===== src/rtl/passcoder_pkg.sv =====
// Shared types and constants for the passcode sequencer and its timer.
package passcoder_pkg;

  localparam int unsigned OPW_DEF    = 10;
  localparam int unsigned DW_DEF     = 5;
  localparam int unsigned NUM_DIGITS = 4;
  localparam int unsigned IDX_W      = 2;
  localparam int unsigned TMR_W      = 16;

  typedef enum logic [2:0] {
    IDLE,
    SETTLE,
    CAPTURE,
    SEND,
    GAP,
    DONE
  } state_t;

endpackage


===== src/rtl/passcode_sequencer_seq_timer.sv =====
// Loadable down-counter with a registered zero flag; shared by the SETTLE and GAP waits.
module seq_timer
  import passcoder_pkg::*;
#(
  parameter int unsigned W = TMR_W
) (
  input  logic         clk,
  input  logic         rst_n,
  input  logic         load,
  input  logic [W-1:0] load_val,
  input  logic         dec,
  output logic         zero
);

  logic [W-1:0] count;

  // Load wins over decrement; the counter parks at zero.
  always_ff @(posedge clk) begin
    if (!rst_n) begin
      count <= '0;
      zero  <= 1'b1;
    end else if (load) begin
      count <= load_val;
      zero  <= (load_val == '0);
    end else if (dec && !zero) begin
      count <= count - W'(1);
      zero  <= (count == W'(1));
    end
  end

endmodule


===== src/rtl/passcode_sequencer.sv =====
// Sequences one passcode: latch operands, let the ALU settle, capture four digits, stream them.
// Optional build macro PASSCODE_REPEAT_EN replays the digits forever until abort or reset.
module passcode_sequencer
  import passcoder_pkg::*;
#(
  parameter int unsigned OPW        = OPW_DEF,
  parameter int unsigned DW         = DW_DEF,
  parameter int unsigned SETTLE_CYC = 2,
  parameter int unsigned GAP_CYC    = 1000
) (
  input  logic                     clk,
  input  logic                     rst_n,
  input  logic                     start,
  input  logic                     abort,
  input  logic [OPW-1:0]           a_in,
  input  logic [OPW-1:0]           b_in,
  input  logic [2:0]               op_in,
  output logic [OPW-1:0]           alu_a,
  output logic [OPW-1:0]           alu_b,
  output logic [2:0]               alu_op,
  input  logic [NUM_DIGITS*DW-1:0] alu_dig,
  output logic [DW-1:0]            led_data,
  output logic                     led_valid,
  input  logic                     led_ready,
  output logic                     busy,
  output logic                     done,
  output logic [IDX_W-1:0]         digit_idx
);

  localparam int unsigned      BUF_W       = NUM_DIGITS * DW;
  localparam logic [TMR_W-1:0] SETTLE_LOAD = TMR_W'(SETTLE_CYC - 1);
  // Wraps when GAP_CYC is 0, but that path never loads it.
  localparam logic [TMR_W-1:0] GAP_LOAD    = TMR_W'(GAP_CYC - 1);
  localparam logic [IDX_W-1:0] LAST_IDX    = IDX_W'(NUM_DIGITS - 1);
`ifdef PASSCODE_REPEAT_EN
  localparam bit REPEAT = 1'b1;
`else
  localparam bit REPEAT = 1'b0;
`endif

  state_t             state, state_d;
  logic [BUF_W-1:0]   dig_buf, dig_buf_d;
  logic [IDX_W-1:0]   idx_d;
  logic [OPW-1:0]     alu_a_d, alu_b_d;
  logic [2:0]         alu_op_d;
  logic [DW-1:0]      led_data_d;
  logic               led_valid_d, busy_d, done_d;
  logic               tmr_load, tmr_dec, tmr_zero;
  logic [TMR_W-1:0]   tmr_val;

  seq_timer #(.W(TMR_W)) u_timer (
    .clk      (clk),
    .rst_n    (rst_n),
    .load     (tmr_load),
    .load_val (tmr_val),
    .dec      (tmr_dec),
    .zero     (tmr_zero)
  );

  // Next-state and next-output logic; abort pre-empts every active state.
  always_comb begin
    state_d   = state;
    dig_buf_d = dig_buf;
    idx_d     = digit_idx;
    alu_a_d   = alu_a;
    alu_b_d   = alu_b;
    alu_op_d  = alu_op;
    done_d    = 1'b0;
    tmr_load  = 1'b0;
    tmr_dec   = 1'b0;
    tmr_val   = SETTLE_LOAD;

    if (state != IDLE && abort) begin
      state_d = IDLE;
    end else begin
      case (state)
        IDLE: begin
          if (start && !abort) begin
            alu_a_d  = a_in;
            alu_b_d  = b_in;
            alu_op_d = op_in;
            tmr_load = 1'b1;
            tmr_val  = SETTLE_LOAD;
            state_d  = SETTLE;
          end
        end
        SETTLE: begin
          if (tmr_zero) state_d = CAPTURE;
          else          tmr_dec = 1'b1;
        end
        CAPTURE: begin
          dig_buf_d = alu_dig;
          idx_d     = '0;
          state_d   = SEND;
        end
        SEND: begin
          if (led_ready) begin
            done_d = (digit_idx == LAST_IDX);
            // Wraps back to digit 0 after the last one, which is what replay needs.
            idx_d  = digit_idx + IDX_W'(1);
            if (!REPEAT && digit_idx == LAST_IDX) begin
              state_d = DONE;
            end else if (GAP_CYC == 0) begin
              state_d = SEND;
            end else begin
              tmr_load = 1'b1;
              tmr_val  = GAP_LOAD;
              state_d  = GAP;
            end
          end
        end
        GAP: begin
          if (tmr_zero) state_d = SEND;
          else          tmr_dec = 1'b1;
        end
        DONE:    state_d = IDLE;
        default: state_d = IDLE;
      endcase
    end

    led_valid_d = (state_d == SEND);
    busy_d      = (state_d != IDLE);
    led_data_d  = dig_buf_d[32'(idx_d) * DW +: DW];
  end

  always_ff @(posedge clk) begin
    if (!rst_n) begin
      state     <= IDLE;
      dig_buf   <= '0;
      alu_a     <= '0;
      alu_b     <= '0;
      alu_op    <= '0;
      led_data  <= '0;
      led_valid <= 1'b0;
      busy      <= 1'b0;
      done      <= 1'b0;
      digit_idx <= '0;
    end else begin
      state     <= state_d;
      dig_buf   <= dig_buf_d;
      alu_a     <= alu_a_d;
      alu_b     <= alu_b_d;
      alu_op    <= alu_op_d;
      led_data  <= led_data_d;
      led_valid <= led_valid_d;
      busy      <= busy_d;
      done      <= done_d;
      digit_idx <= idx_d;
    end
  end

endmodule

===== config.mk =====
export PLATFORM = sky130hd
export DESIGN_NAME = passcode_sequencer
export DESIGN_NICKNAME = d
export VERILOG_FILES = /design/src/rtl/passcoder_pkg.sv /design/src/rtl/passcode_sequencer_seq_timer.sv /design/src/rtl/passcode_sequencer.sv
export SDC_FILE = /design/constraint.sdc
export NUM_CORES = 1
export LEC_CHECK = 0
export CAP_MARGIN = 15
export CORE_ASPECT_RATIO = 1.25
export CORE_MARGIN = 4
export CORE_UTILIZATION = 30
export CTS_BUF_LIST = sky130_fd_sc_hd__clkbuf_2
export DETAILED_ROUTE_END_ITERATION = 16
export GPL_TIMING_DRIVEN = 0
export PLACE_DENSITY = 0.52
export SLEW_MARGIN = 10
export SYNTH_ARGS = -nofsm -noshare
export SYNTH_HDL_FRONTEND = slang
export SYNTH_SLANG_ARGS = --single-unit

===== constraint.sdc =====
create_clock -name clk -period 1.6 [get_ports clk]
set_input_delay 0.16 -clock clk [delete_from_list [all_inputs] [get_ports clk]]
set_output_delay 0.16 -clock clk [all_outputs]
set_load 0.02 [all_outputs]

==> results.txt <==
Global route overflow = 0
Placed cell count = 636
Fin crit share = 1.06
Mapped Cells = 423
H-tree levels = 3
Worst Max-Slew Pin Slew = 0.638 ns
Number of CTS-inserted buffers = 9
DRT Wirelength = 11.1 mm
Vias per cell = 5.19
Number of global-route vias before repair = 3401
Post-route DRC = 0
Synth area leaders = dfxtp_1 (42%), nand2_1 (10%), a21oi_1 (7.2%), mux2_2 (3.2%), o2bb2ai_1 (2.5%)
Worst hold-check path type = primary input to flip-flop
Final-report max-slew violation count = 0
Peak VDD IR = 397 uV
Fin crit period = 1.69 ns
Die height = 129 um
Worst-Skew Late Latency = 0.54 ns
Root Driver = clkbuf_2
Rows = 43
Startpoint Class = flip-flop
Largest net degree at the start of global routing = 12
Starting Density = 0.310
First-pass GRT wire length = 17.1 mm
Cell variety after synth = 52
Synth-to-layout area growth = 54.8%
Worst Setup Slack, final = -0.0881 ns
Lkg Pwr = 2.12 nW
Yosys reg bits = 73
Antenna-violating nets left = 0
I/O pins = 81
Final Hold Fails = 0
Failing checks = setup timing
Dpl ws = -0.449 ns
Post-synth EDFFs = 0
Unrepaired setup endpoints after global routing = true
Status = finished, violations left
Non-Filler Instances = 689
Syn nets = 474
Count of warnings emitted by yosys = 0
Post-synthesis cell area = 3490 sq um
Post-synth ARST share = 0
DR iter-0 viols = 126
Sequential share of the synthesized area = 0.419
WP data required = 2.06 ns
Nets@finish = 600
Port-buffer cells = 78
Final number of setup-violating endpoints = 33
GRT Util Overall = 0.159
Layout Skew = 0.0145 ns
Leading area contributor after synthesis = dfxtp_1
# Max-Cap Violations = 0
Hold WS = 0.130 ns
Top_reg_cell synth = dfxtp_1
Proportion of layout cells with a drive suffix above 1 = 0.274
# diodes = 0
Hold_buf cts = 0
Critical path arrival = 2.15 ns
Critical path fanouts, max = 10
Placer Congestion = 0.807
Setup Crit Path Kind = flip-flop to flip-flop
Dpl hpwl = 7.55 mm
Initial antenna violation count = 0
Horizontal die dimension = 104 um
DRT Pass-1 Iters = 4
Core area = 11200 sq um
Drt wl/cell = 16.1 um
Worst setup EP type = flip-flop
Mean post-synth cell area = 8.25 sq um
Reg clk slew, reported paths = 0.19 ns
DR vias = 3578
Max Buffers Root-to-Sink = 2
Die ar. = 13400 sq um
TritonCTS clock tree = done
PD cells = 730 nW/um^2
CTS sink cnt = 73
Yosys top cell area share = 0.419
Max-slew headroom = 0.575
Max Clock Freq = 592 MHz
-- per-layer routing --
layer,track usage,wire [um]
met2,0.281,5810
met1,0.185,4410
met3,0.0241,461
met4,0.0853,388
met5,0,0
-- area by class of cell --
class / count / area (sq um)
clock inverters: 6 / 25.0
inverters: 7 / 26.3
multi-input cells: 312 / 2200
clock buffers: 10 / 50.0
fillers: 1111 / 5840
well taps: 135 / 169
plain buffers: 28 / 269
flip-flops and latches: 73 / 1480
repair buffers: 118 / 1190
-- registers in the layout, summed over array words and instances (netlist names) --
register       flops
dig_buf           20
led_valid          1
busy               1
state              3
led_data           5
u_timer.count     16
done               1
u_timer.zero       1
alu_op             3
alu_a             10
digit_idx          2
alu_b             10
-- cells in the final DEF (no fill, tap or decap), types with 7 or more instances in the layout --
| master | netlist | layout |
|---|---|---|
| nand3b_1 | 7 | 7 |
| clkdlybuf4s50_1 | 0 | 45 |
| nand2_2 | 0 | 8 |
| mux2_2 | 10 | 10 |
| a21oi_2 | 0 | 8 |
| o2bb2ai_1 | 10 | 7 |
| dfxtp_1 | 73 | 67 |
| clkbuf_2 | 0 | 14 |
| nand2_1 | 96 | 84 |
| nand3_1 | 13 | 9 |
| mux2i_1 | 7 | 7 |
| nor2_1 | 20 | 19 |
| buf_8 | 0 | 7 |
| buf_4 | 0 | 26 |
| dlygate4sd2_1 | 0 | 32 |
| buf_6 | 0 | 13 |
| inv_1 | 7 | 7 |
| a21oi_1 | 50 | 41 |
| nor2b_1 | 10 | 10 |
-- logic make-up (layout without fill, tap and decap cells) --
logic type,after synthesis,count (layout),share of synthesized area
adders and majority gates,3,3,0.0108
muxes,17,17,0.0523
buffers and inverters,38,169,0.0462
AOI/OAI and AO/OA,100,100,0.182
DFF,73,73,0.419
xor gates and xnor gates,6,6,0.0204
and+or+nand+nor,186,186,0.269
-- metrics by stage --
step | area [sq um] | total power [W] | util | setup TNS, ns
final | 5400 | 0.00395 | 0.481 | -1.04
after CTS | 4910 | 0.00381 | 0.437 | -0.927
after global placement | 4440 | 0.00282 | 0.395 | -17.07
after floorplan | 3490 | 0.00249 | - | 0
after global routing | 5400 | 0.00416 | 0.481 | -5.47
after detailed placement | 4440 | 0.00283 | 0.395 | -18.08
-- final timing paths --
path | startpoint | endpoint | slack (ns) | cells after the start
setup / recovery | state[2] | u_timer.zero | -0.09 | 7
hold / removal | alu_dig[11] | dig_buf[11] | 0.13 | 3
setup reg to reg | state[2] | u_timer.zero | -0.09 | 7
hold reg to reg | alu_b[2] | alu_b[2] | 0.47 | 2
-- power by group --
group          switching [W]  total [W]  leakage, nW  internal, W
Combinational       0.000545    0.00112         1.47     0.000578
Sequential         0.0000794    0.00199        0.597      0.00191
Clock               0.000647   0.000833       0.0556     0.000186
-- critical path, stage by stage (launching register included) --
cell	delay, ns
dfxtp_4	0.40
buf_6	0.12
nor4_4	0.35
buf_4	0.19
nand2_4	0.07
buf_6	0.13
clkbuf_16	0.15
a31o_2	0.20
-- synth_stat cells (6+ instances only) --
master and number:
clkbuf_1 16, mux2_2 10, a21oi_1 50, a31oi_1 6
nor3_1 7, nand2_1 96, nor2b_1 10, dfxtp_1 73
inv_1 7, nor2_1 20, mux2i_1 7, nand3b_1 7
nand3_1 13, o2bb2ai_1 10, buf_2 15
-- what timing repair did --
action | 4_1_cts | 5_1_grt
pin swaps | 27 | 19
gates resized for setup | 113 | 69
gates cloned | 0 | 4
buffers inserted | 16 | 21
setup endpoints to repair | 104 | 69
Power figures use the tool's default switching activity.
